File: src/rtl/mem_bus_arbiter.sv
// mem_bus_arbiter: round-robin arbiter and sequencer giving the CPU or the DMA port the shared memory bus.
// Define ARB_TIMEOUT_EN to bound the wait for mem_ack to TIMEOUT cycles (bus_err pulses on expiry).
module mem_bus_arbiter #(
  parameter int AW      = 32,
  parameter int DW      = 32,
  parameter int TIMEOUT = 15
) (
  input  logic          clk,
  input  logic          reset,
  input  logic          cpu_rd,
  input  logic          cpu_wr,
  input  logic [AW-1:0] cpu_addr,
  input  logic [DW-1:0] cpu_wdata,
  output logic [DW-1:0] cpu_rdata,
  output logic          cpu_ready,
  input  logic          dma_rd,
  input  logic          dma_wr,
  input  logic [AW-1:0] dma_addr,
  input  logic [DW-1:0] dma_wdata,
  output logic [DW-1:0] dma_rdata,
  output logic          dma_ready,
  output logic          mem_req,
  output logic          mem_we,
  output logic [AW-1:0] mem_addr,
  output logic [DW-1:0] mem_wdata,
  input  logic [DW-1:0] mem_rdata,
  input  logic          mem_ack,
  output logic [1:0]    grant,
  output logic          bus_err,
  output logic [1:0]    dbg_state
);

  // Handshake: rd/wr are levels held until the one-cycle ready pulse of that side;
  // mem_req stays high with stable fields until the one-cycle mem_ack (or a timeout).
  localparam logic [1:0] S_IDLE    = 2'd0;
  localparam logic [1:0] S_ACC_CPU = 2'd1;
  localparam logic [1:0] S_ACC_DMA = 2'd2;
  localparam logic [1:0] S_RESP    = 2'd3;

  localparam logic [1:0] G_NONE = 2'b00;
  localparam logic [1:0] G_CPU  = 2'b01;
  localparam logic [1:0] G_DMA  = 2'b10;

  logic [1:0]    r_state;
  logic [1:0]    r_grant;
  logic          r_last_dma;
  logic          r_we;
  logic [AW-1:0] r_addr;
  logic [DW-1:0] r_wdata;
  logic [DW-1:0] r_cpu_rdata;
  logic [DW-1:0] r_dma_rdata;

  logic          w_cpu_req;
  logic          w_dma_req;
  logic          w_pick_cpu;
  logic          w_in_acc;
  logic          w_timeout;
  logic          w_done;
  logic [DW-1:0] w_cap_data;

  assign w_cpu_req  = cpu_rd | cpu_wr;
  assign w_dma_req  = dma_rd | dma_wr;
  // On a tie the side that did not complete the previous access wins.
  assign w_pick_cpu = w_cpu_req & (~w_dma_req | r_last_dma);
  assign w_in_acc   = (r_state == S_ACC_CPU) || (r_state == S_ACC_DMA);
  assign w_done     = w_in_acc && (mem_ack || w_timeout);
  assign w_cap_data = mem_ack ? mem_rdata : '1;

  always_ff @(posedge clk or negedge reset) begin
    if (!reset) begin
      r_state     <= S_IDLE;
      r_grant     <= G_NONE;
      r_last_dma  <= 1'b1;
      r_we        <= 1'b0;
      r_addr      <= '0;
      r_wdata     <= '0;
      r_cpu_rdata <= '0;
      r_dma_rdata <= '0;
    end else begin
      case (r_state)
        S_IDLE: begin
          if (w_pick_cpu) begin
            r_state <= S_ACC_CPU;
            r_grant <= G_CPU;
            r_we    <= cpu_wr;
            r_addr  <= cpu_addr;
            r_wdata <= cpu_wdata;
          end else if (w_dma_req) begin
            r_state <= S_ACC_DMA;
            r_grant <= G_DMA;
            r_we    <= dma_wr;
            r_addr  <= dma_addr;
            r_wdata <= dma_wdata;
          end
        end
        S_ACC_CPU, S_ACC_DMA: begin
          if (w_done) begin
            r_state    <= S_RESP;
            r_last_dma <= (r_state == S_ACC_DMA);
            if (!r_we && (r_state == S_ACC_CPU)) r_cpu_rdata <= w_cap_data;
            if (!r_we && (r_state == S_ACC_DMA)) r_dma_rdata <= w_cap_data;
          end
        end
        default: begin
          r_state <= S_IDLE;
          r_grant <= G_NONE;
        end
      endcase
    end
  end

`ifdef ARB_TIMEOUT_EN
  localparam int CW = ($clog2(TIMEOUT + 1) > 4) ? $clog2(TIMEOUT + 1) : 4;

  logic [CW-1:0] r_to_cnt;
  logic          r_err;

  // Counter is zero on the first ACC cycle; an ack on the expiry cycle still wins.
  always_ff @(posedge clk or negedge reset) begin
    if (!reset) begin
      r_to_cnt <= '0;
      r_err    <= 1'b0;
    end else begin
      if (!w_in_acc || w_done) r_to_cnt <= '0;
      else                     r_to_cnt <= r_to_cnt + CW'(1);
      r_err <= w_done && w_timeout;
    end
  end

  assign w_timeout = w_in_acc && !mem_ack && (r_to_cnt == CW'(TIMEOUT - 1));
  assign bus_err   = r_err;
`else
  localparam int unused_timeout = TIMEOUT;

  assign w_timeout = 1'b0;
  assign bus_err   = 1'b0;
`endif

  assign mem_req   = w_in_acc;
  assign mem_we    = r_we;
  assign mem_addr  = r_addr;
  assign mem_wdata = r_wdata;
  assign grant     = r_grant;
  assign cpu_rdata = r_cpu_rdata;
  assign dma_rdata = r_dma_rdata;
  assign cpu_ready = (r_state == S_RESP) && (r_grant == G_CPU);
  assign dma_ready = (r_state == S_RESP) && (r_grant == G_DMA);
  assign dbg_state = r_state;

endmodule

File: config.mk
export PLATFORM = sky130hd
export DESIGN_NAME = mem_bus_arbiter
export DESIGN_NICKNAME = d
export VERILOG_FILES = /design/src/rtl/mem_bus_arbiter.sv
export SDC_FILE = /design/constraint.sdc
export NUM_CORES = 1
export LEC_CHECK = 0
export ABC_AREA = 1
export BUFFER_PORTS_ARGS = -buffer_cell sky130_fd_sc_hd__buf_2
export CAP_MARGIN = 15
export CORE_ASPECT_RATIO = 0.75
export CORE_MARGIN = 2
export CORE_UTILIZATION = 35
export DETAILED_ROUTE_END_ITERATION = 7
export MAX_ROUTING_LAYER = met4
export PLACE_DENSITY = 0.65
export SYNTH_ARGS = -nofsm -noshare
export SYNTH_HDL_FRONTEND = slang
export SYNTH_SLANG_ARGS = --single-unit
export TNS_END_PERCENT = 100
File: constraint.sdc
create_clock -name clk -period 1.6 [get_ports clk]
set_clock_uncertainty 0.05 [all_clocks]
set_input_delay 0.32 -clock clk [delete_from_list [all_inputs] [get_ports clk]]
set_output_delay 0.32 -clock clk [all_outputs]
set_load 0.1 [all_outputs]
* After elaboration in Yosys (flattened, before gate mapping)
Cells that the tools add are included.
Widths: inputs -> output; s select.
** Operators by class
- Equal/unequal tests :: 7
- Reduce and logical (&&, ||, !) cells :: 16
- Bitwise gates (word level) :: 6
- Multiplexer cells :: 12
** Operator list (count)
- $mux 32 :: 5
- $pmux 2 s2 :: 2
- $reduce_and 2->1 :: 4
- $eq 2x2->1 const B :: 3
- $mux 2 :: 3
- $reduce_and 3->1 :: 2
- $logic_and 1x1->1 :: 5
- $eq 2x1->1 const B :: 2
- $ne 3x3->1 const B :: 1
- $or 1x1->1 :: 3
- $logic_not 2->1 :: 1
- $mux 1 :: 2
- $ne 2x2->1 const B :: 1
- $not 1->1 :: 2
- $reduce_bool 2->1 :: 1
- $reduce_or 2->1 :: 1
- $and 1x1->1 :: 1
- $logic_not 1->1 :: 1
- $logic_or 1x1->1 :: 1
** Storage, ports and cells
- Output and inout port bits :: 137
- Bits in registers :: 134
- Input bits :: 167
- Logic and storage cells :: 49

* Logic depth before layout (Yosys ltp)
Gate-level depths: netlist (run 1).
- Depth after elaboration :: 6
- Depth in mapped cells :: 9
- Gate-level depth less buffers :: 8

* Least setup slack after synthesis (run 1)
Ideal clock, no wire load.
- Path kind :: register -> output
- Start :: register r_state[1] (netlist: dbg_state[1])
- End :: output port cpu_ready
- Buffers on the path :: 0
- Arrival time :: 2.616 ns
- Cell stages (with the launch flop) :: 4
- Setup slack :: -1.386 ns
- Data required time :: 1.230 ns
- Cells stage by stage :: dfrtp_1 ha_1 nand2_1 nor2_1
** On the way
- Word-level cells in the longest chain between the ends :: 2
** Ends and longest elaborated chain
- start, declared :: line 44 : logic [1:0] r_state;
- start signal, assigned :: line 71 : r_state <= S_IDLE;
- start signal, assigned :: line 83 : r_state <= S_ACC_CPU;
- start signal, assigned :: line 89 : r_state <= S_ACC_DMA;
- $eq 2x2->1 :: line 146 : assign cpu_ready = (r_state == S_RESP) && (r_grant == G_CPU);
- $logic_and 1x1->1 :: line 146
- end, declared :: line 15 : output logic cpu_ready,
Every way passes these cells.

* Worst setup path in the final report (run 1)
- Start :: register r_state[0] (netlist: dbg_state[0])
- End :: output port cpu_ready
The elaborated chain is that of the path after synthesis.

==> summary.md, run 1 <==
| Metric | Value |
|---|---|
| RSZ-0062 raised after global routing | `true` |
| CTS tree | `built` |
| Clock Path Buffers | `2` |
| Fill count | `between 1.5k and 2k` |
| Num CTS Buffers | `17` |
| Pre-CTS setup slack | `around 0.023 ns` |
| Crit Path Max Fanout | `2` |
| Synth Register Bits | `between 100 and 150` |
| Post-synthesis sequential area ratio | `0.508` |
| Vias per Instance | `4.65` |
| Largest net degree at the start of global routing | `65` |
| Total global-route track usage | `0.216` |
| First-pass GRT wire length | `32.4 mm` |
| Ys Warns | `0` |
| Synth unique cells | `21` |
| Die area | `20000 sq um` |
| Core area | `18500 sq um` |
| Hold slack | `0.106 ns` |
| Final ANT Viol Nets | `0` |
| Fmax achieved | `between 0.5 and 0.6 GHz` |
| Status | `complete, but fails checks` |
| Final WL | `about 22 mm` |
| Setup_tns | `-6.75 ns` |
| Area of the mapped netlist | `6610 sq um` |
| Layout area overhead | `54.4%` |
| Count of mapped cells out of synthesis | `850` |
| Slew Viols, Final | `0` |
| DRC | `0` |
| Total gr overflow | `0` |
| Mean Syn Cell Area | `7.77 sq um` |
| R2R Path Start | `dbg_state[0]` |
| Worst setup slack after layout | `-0.255 ns` |
| Starting Density | `0.357` |
| H-Tree Depth | `4` |
| Avg WL per Cell | `~15 um` |
| Skew-Pair Late Insertion Delay | `0.41 ns` |
| Fin area | `10200 sq um` |
| Worst Path Required | `1.23 ns` |
| DRT iter0 DRCs | `515` |
| Die span in y | `123 um` |
| Tcrit/Tclk final | `1.16` |
| Syn_nets | `~1.0k` |
| Layout cells sized above 1 | `0.398` |
| Initial antenna violation count | `1` |
| IO Port Bufs | `302` |
| Max-cap check violation count | `0` |
| Vias in the first global route | `approximately 6k` |
| Critical Path Start Type | `flop` |
| Nets | `1347` |
| RePlAce Congestion | `0.848` |
| Clock transition at the registers of the reported paths | `0.06 ns` |
| Area post-placement | `8730 sq um` |
| Failing checks | `setup timing` |
| CP startpoint | `dbg_state[0]` |
| Critical path arrival | `1.48 ns` |
| I/O pin cnt | `~300` |
| Root Buffer | `clkbuf_16` |
| HP Class | `input port to flop` |
| Endpoints failing setup | `69` |
| Hold Vio Cnt, Final | `0` |
| Detailed-route via count | `around 6.7k` |
| DRT Pass-1 Iters | `5` |
| Reg2reg path depth | `10` |
| Critical path class | `flop to output pin` |
| CP Capture Type | `output pin` |
| Die W | `163 um` |
| Critical Path Sink | `cpu_ready` |
| DP Wirelength | `~15 mm` |
| Min Tclk post-route | `1.85 ns` |
| Clock sink count | `around 130` |
| FF-to-FF End | `cpu_rdata[9]` |
| Site Rows | `43` |
| Reg2reg setup slack | `-0.16 ns` |
-- worst max-delay path, stage by stage, from the launching register on --
cell     delay, ns
dfrtp_4       0.48
buf_12        0.13
ha_4          0.17
nand2_4       0.07
nor2_4        0.04
buf_12        0.16
-- sequential cells by signal (all words and copies together), names as in the netlist --
signal / count
cpu_rdata: 32
dbg_state: 2
dma_rdata: 32
grant: 2
mem_addr: 32
mem_wdata: 32
mem_we: 1
r_last_dma: 1
-- layer usage --
layer | global-route usage | vias up | wire [um]
met1 | 0.277 | 3132 | 10000
met2 | 0.340 | 236 | 10200
li1 | - | 3291 | -
met5 | - | - | 0
met3 | 0.0547 | 18 | 1580
met4 | 0.0647 | 0 | 290
-- through the flow --
| stage | utilization | cells |
|---|---|---|
| after detailed placement | 0.471 | 1375 |
| after CTS | 0.510 | 1415 |
| after global placement | 0.471 | 1375 |
| after floorplan | - | 850 |
| after global routing | 0.551 | 1435 |
| final | 0.551 | 1435 |
-- cells in the final DEF (no fill, tap or decap), drive strengths merged --
cell,netlist,layout
buf,39,266
clkbuf,16,112
clkinv,0,4
clkinvlp,0,4
conb,1,1
dfrtp,133,133
dfstp,1,1
diode,0,1
dlygate4sd3,0,1
ha,5,5
inv,103,107
nand2,346,346
nand3,66,66
nand3b,65,66
nor2,6,6
o21ai,68,68
or2,1,1
-- cells in the mapped netlist, drive strengths merged --
library cell,count,area (sq um)
nand3,66,330
dfrtp,133,3330
dfstp,1,26.3
buf,39,223
or2,1,6.26
conb,1,3.75
nand3b,65,500
clkbuf,16,60.1
inv,103,387
nand2,346,1300
o21ai,68,344
ha,5,62.6
nor2,6,32.5
-- layout make-up --
cell class              count  area (sq um)  area share
inverters                 103           399      0.0391
clock inverters            12          95.1     0.00933
flip-flops and latches    134          3370       0.330
repair buffers            360          2660       0.261
multi-input cells         559          2910       0.286
diodes                      1          2.50    0.000245
well taps                 247           309      0.0303
clock buffers              19           453      0.0444
-- cell families after synthesis --
kind of cell / count (synthesis) / share of synthesized area
buf+inv: 158 / 0.101
simple gates: 484 / 0.329
other cells: 1 / 0.000568
flops: 134 / 0.508
compound gates: 68 / 0.0521
fa+ha+maj: 5 / 0.00947
-- worst min path at each step --
stage | startpoint | to | slack [ns] | depth (start not counted)
6_report | mem_rdata[19] | cpu_rdata[19] | 0.11 | 3
5_1_grt | mem_rdata[3] | cpu_rdata[3] | 0.10 | 3
3_3_place_gp | reset | mem_wdata[1] | 0.23 | 1
3_5_place_dp | reset | mem_wdata[1] | 0.24 | 1
4_1_cts | mem_rdata[12] | cpu_rdata[12] | 0.1 | 3
2_1_floorplan | reset | cpu_rdata[0] | -0.03 | 0
-- repair_timing --
item	in CTS	in global routing
setup buffers	9	9
hold endpoints to repair	37	0
hold buffers	1	0
endpoints found under the setup margin	17	182
gates cloned	0	11
pin swaps	1	3
gates resized for setup	29	160
Power of run 1 is left out: the tool's default activity adds up to more than one toggle a clock period on the data nets, which glitch-free logic cannot reach.
==> inputs of run 2 (changes only) <==
RECOVER_POWER = 25   (was unset)
==> run 2 against run 1 <==
The flow still finishes with violations (setup timing). First-iteration DRC count shrank 8.9%. Critical path type unchanged. Critical endpoint unchanged. Worst setup slack gained 0.0017 ns. Sequential cell count is the same. Wire length shrank 0.14%. Highest routed layer unchanged. Sequential share of layout area is essentially flat. Die area is the same. Worst hold slack is essentially flat. Utilization shrank 0.074 points.
==> summary.md, run 2 (synthesized netlist as in run 1, its figures left out) <==
| Metric | Value |
|---|---|
| Fin cells | `1435 (unchanged)` |
| Total gr overflow | `0 (unchanged)` |
| Fill count | `1725 (+0.12%)` |
| Max-cap check violation count | `0 (unchanged)` |
| Skew-Pair Late Insertion Delay | `0.41 ns (about the same)` |
| Family with the most delay on the worst path | `flip-flops` |
| Largest net degree at the start of global routing | `65 (unchanged)` |
| Clock sink count | `134 (unchanged)` |
| Most common cell after layout, fill and taps aside | `nand2_1` |
| Starting Density | `0.357 (unchanged)` |
| Clock Path Buffers | `2 (unchanged)` |
| Die W | `163 um (unchanged)` |
| Site Rows | `43 (unchanged)` |
| CP Capture Type | `output pin` |
| Final WL | `22.0 mm (-0.14%)` |
| Status | `complete, but fails checks` |
| Crit-path max cell delay | `0.48 ns (about the same)` |
| Relative slew slack | `0.516` |
| Die area | `20000 sq um (unchanged)` |
| Root Buffer | `clkbuf_16` |
| Critical path arrival | `1.48 ns (about the same)` |
| Worst Path Required | `1.23 ns (about the same)` |
| Detailed-route via count | `6645 (-0.48%)` |
| CP max-delay cell | `dfrtp_4` |
| Nets | `1347 (unchanged)` |
| Most frequent cells in the layout | `nand2_1, buf_2, dfrtp_1` |
| Worst slew pin tran | `0.726 ns` |
| Layout cells sized above 1 | `0.398 (unchanged)` |
| H-Tree Depth | `4 (unchanged)` |
| Most frequent CP cell | `buf_12` |
| IO Port Bufs | `302 (unchanged)` |
| Die span in y | `123 um (unchanged)` |
| Num CTS Buffers | `17 (unchanged)` |
| Hold Vio Cnt, Final | `0 (unchanged)` |
| Clock transition at the registers of the reported paths | `0.06 ns (about the same)` |
| Critical Path Start Type | `flop` |
| First-pass GRT wire length | `32.4 mm (unchanged)` |
| Endpoints failing setup | `69 (unchanged)` |
| Fmax achieved | `0.540 GHz (about the same)` |
| Final ANT Viol Nets | `0 (unchanged)` |
| I/O pin cnt | `304 (unchanged)` |
| Crit path buf inv count | `2 (unchanged)` |
| CTS tree | `built` |
| Initial antenna violation count | `1 (unchanged)` |
| RePlAce Congestion | `0.848 (unchanged)` |
| RSZ-0062 raised after global routing | `true` |
| Avg WL per Cell | `15.3 um (-0.14%)` |
| Min Tclk post-route | `1.85 ns (-0.00168 ns)` |
| Worst setup slack after layout | `-0.253 ns (+0.00168 ns)` |
| Critical path class | `flop to output pin` |
| Layout area overhead | `54.2%` |
| Dpl cells | `1375 (unchanged)` |
| Slew Viols, Final | `0 (unchanged)` |
| Vias in the first global route | `6121 (unchanged)` |
| HP Class | `input port to flop` |
| DRT iter0 DRCs | `469 (-8.9%)` |
| CP Depth | `5 (unchanged)` |
| Failing checks | `setup timing` |
| DRT Pass-1 Iters | `5 (unchanged)` |
| Vias per Instance | `4.63 (-0.48%)` |
| Total global-route track usage | `0.216 (unchanged)` |
| Reg2reg path depth | `10 (unchanged)` |
| Tcrit/Tclk final | `1.16 (about the same)` |
| Crit Path Max Fanout | `2 (unchanged)` |
| Cell Chain, Critical Path | `buf_12 > ha_4 > nand2_4 > nor2_4 > buf_12` |
| DP Wirelength | `14.9 mm (unchanged)` |
| Min-Delay Path Depth | `3 (unchanged)` |
| DRC | `0 (unchanged)` |
| Core area | `18500 sq um (unchanged)` |
[run 2: final timing paths]
check                                    from       endpoint  slack (ns)
worst min-delay path            mem_rdata[19]  cpu_rdata[19]        0.11
worst max-delay path             dbg_state[0]      cpu_ready       -0.25
worst max register to register   dbg_state[0]   cpu_rdata[9]       -0.16
worst min register to register   mem_addr[22]   mem_addr[22]        0.42
min in group asynchronous               reset   mem_wdata[1]        0.46
max in group asynchronous               reset  mem_wdata[18]        0.25
[run 2: what timing repair did]
item                                    in CTS  in global routing
hold endpoints to repair                    37                  0
setup buffers                                9                  9
hold buffers                                 1                  0
cloned                                       0                 11
pin swaps                                    1                  3
resized for setup                           29                160
endpoints found under the setup margin      17                182
[run 2: per-stage QoR]
stage | area (sq um) | TNS, ns | setup slack (ns) | utilization | hold WS [ns]
detailed placement | 8730 | 0 | 0.0234 | 0.471 | 0.238
CTS | 9430 | -2.00 | -0.266 | 0.510 | 0.0965
global route | 10200 | -11.29 | -0.296 | 0.550 | 0.104
floorplan | 6730 | -21.87 | -0.331 | - | -0.0256
finish | 10200 | -6.68 | -0.253 | 0.550 | 0.106
global placement | 8730 | 0 | 0.0291 | 0.471 | 0.231
[run 2: cell type report]
type / instances / area (sq um) / area share
clock buffers: 19 / 453 / 0.0445
repair buffers: 360 / 2640 / 0.260
diodes: 1 / 2.50 / 0.000246
inverters: 103 / 399 / 0.0392
well taps: 247 / 309 / 0.0303
multi-input cells: 559 / 2910 / 0.286
flip-flops and latches: 134 / 3370 / 0.331
clock inverters: 12 / 95.1 / 0.00934
[run 2: per-layer routing]
| layer | up-vias | global-route usage | wire [um] |
|---|---|---|---|
| li1 | 3292 | - | - |
| met1 | 3117 | 0.277 | 9920 |
| met2 | 220 | 0.340 | 10200 |
| met3 | 16 | 0.0547 | 1620 |
| met4 | 0 | 0.0647 | 274 |
| met5 | - | - | 0 |
[run 2: worst min-delay path, delay by kind of cell]
kind | cells | cell delay [ns]
compound gates | 1 | 0.06
buf+inv | 2 | 0.16
Power of run 2 is left out for the same reason.
==> inputs of run 3 (changes only) <==
CORE_MARGIN = 1.5   (was 2)
PLACE_DENSITY = unset   (was 0.65)
clock period = 1.83 ns   (was 1.6 ns; I/O delays follow)
==> run 3 against run 2 <==
The flow now finishes without violations. Worst setup slack better by 0.28 ns. Critical path depth decreased by 2. Register-to-register slack better by 0.35 ns. Die area down 1.4%. Global-route usage shrank 1.2 points. Utilization decreased by 5.2 points. Highest routed layer unchanged.
==> summary.md, run 3 (synthesized netlist as in run 1, its figures left out) <==
| Metric | Value |
|---|---|
| CTS tree | `built` |
| Most frequent cells in the layout | `nand2_1, buf_2, dfrtp_1` |
| Final WL | `19.7 mm (-10%)` |
| First-pass GRT wire length | `30.4 mm (-6.1%)` |
| Die span in y | `122 um (-0.81%)` |
| Clock Path Buffers | `2 (unchanged)` |
| Area post-placement | `8560 sq um (-1.8%)` |
| Clock transition at the registers of the reported paths | `0.06 ns (about the same)` |
| IO Port Bufs | `302 (unchanged)` |
| RSZ-0062 raised after global routing | `true` |
| Avg WL per Cell | `14.0 um (-8.5%)` |
| Crit-path max cell delay | `0.52 ns (+0.04 ns)` |
| Fmax achieved | `0.554 GHz` |
| Min-delay src | `mem_rdata[8]` |
| Min Tclk post-route | `roughly 1.8 ns` |
| Relative slew slack | `0.387 (-0.129)` |
| HP Class | `input port to flop` |
| Num CTS Buffers | `17 (unchanged)` |
| Critical path class | `flop to output pin` |
| Max-cap check violation count | `0 (unchanged)` |
| Worst slew pin tran | `0.919 ns (+0.193 ns)` |
| Critical Path Start Type | `flop` |
| Worst Path Required | `1.41 ns (+0.18 ns)` |
| Clock sink count | `134 (unchanged)` |
| I/O pin cnt | `304 (unchanged)` |
| Fin area | `9210 sq um (-9.5%)` |
| Total gr overflow | `0 (unchanged)` |
| R2R Path Start | `dbg_state[0]` |
| Vias in the first global route | `5867 (-4.1%)` |
| Skew-Pair Late Insertion Delay | `0.41 ns (about the same)` |
| Initial antenna violation count | `0 (-1)` |
| Fin cells | `1404 (-2.2%)` |
| Total global-route track usage | `0.204 (-0.0120)` |
| Core area | `18500 sq um (unchanged)` |
| Crit path buf inv count | `2 (unchanged)` |
| Die W | `162 um (-0.61%)` |
| Final ANT Viol Nets | `0 (unchanged)` |
| Dpl cells | `1367 (-0.58%)` |
| Cell Chain, Critical Path | `inv_4 > ha_4 > buf_12` |
| Site Rows | `43 (unchanged)` |
| Fill count | `1863 (+8.0%)` |
| CP max-delay cell | `dfrtp_4` |
| DRC | `0 (unchanged)` |
| Endpoints failing setup | `0 (-100%)` |
| Die area | `19700 sq um (-1.4%)` |
| Detailed-route via count | `6344 (-4.5%)` |
| CP Capture Type | `output pin` |
| Status | `finished, final reports clean` |
| RePlAce Congestion | `0.782 (-7.8%)` |
| DP Wirelength | `14.1 mm (-5.7%)` |
| N_diodes | `0 (-1)` |
| DRT iter0 DRCs | `320 (-32%)` |
| CP startpoint | `dbg_state[1]` |
| Setup_tns | `0 ns (+6.68 ns)` |
| Most common cell after layout, fill and taps aside | `nand2_1` |
| Family with the most delay on the worst path | `flip-flops` |
| Largest net degree at the start of global routing | `45 (-31%)` |
| Hold slack | `0.151 ns (+0.0442 ns)` |
| Layout cells sized above 1 | `0.334 (-0.0649)` |
| Nets | `1316 (-2.3%)` |
| H-Tree Depth | `4 (unchanged)` |
| DRT Pass-1 Iters | `4 (-1)` |
| Starting Density | `0.357 (unchanged)` |
| Layout area overhead | `39.5%` |
| Tcrit/Tclk final | `0.986` |
| Root Buffer | `clkbuf_16` |
| Crit Path Max Fanout | `5 (+3)` |
| Slew Viols, Final | `0 (unchanged)` |
| Vias per Instance | `4.52 (-2.4%)` |
| Critical path arrival | `1.39 ns (-0.09 ns)` |
| Hold Vio Cnt, Final | `0 (unchanged)` |
-- run 3: metrics by stage --
step	setup WS [ns]	util
finish	0.0265	0.498
global route	-0.0227	0.498
CTS	0.00155	0.499
detailed placement	0.165	0.463
global placement	0.176	0.463
floorplan	-0.108	-
-- run 3: worst register-to-register path, delay by kind of cell, from the launching register on --
family          cells  cell delay [ns]
buf+inv             3             0.36
fa+ha+maj           1             0.29
simple gates        3             0.19
flops               1             0.46
compound gates      1             0.18
-- run 3: final timing paths --
kind	to	slack [ns]	cells after the start
worst max-delay path	mem_req	0.03	3
worst min-delay path	cpu_rdata[8]	0.15	3
worst max register to register	dma_rdata[31]	0.19	8
worst min register to register	mem_wdata[3]	0.42	2
max in group asynchronous	cpu_rdata[22]	0.22	3
min in group asynchronous	mem_wdata[10]	0.59	2
-- run 3: timing repair --
item,in CTS,in global routing
hold buffers,1,0
cloned,0,0
buffers inserted,4,0
gates resized for setup,4,0
hold endpoints to repair,29,0
endpoints found under the setup margin,3,3
-- run 3: metal layers --
layer,track usage,share of wire,up-vias
li1,-,-,3215
met1,0.265,0.46,2919
met2,0.318,0.47,190
met3,0.0460,0.059,20
met4,0.0614,0.015,0
met5,-,0,-
-- run 3: layout make-up --
type                            count  area [sq um]  share of cell area
Sequential cell                   134          3360               0.365
Tap cell                          247           309              0.0335
Clock inverter                     10           145              0.0158
Timing Repair Buffer              330          1880               0.204
Multi-Input combinational cell    558          2650               0.288
Clock buffer                       22           474              0.0515
Inverter                          103           392              0.0425
Power of run 3 is left out for the same reason.
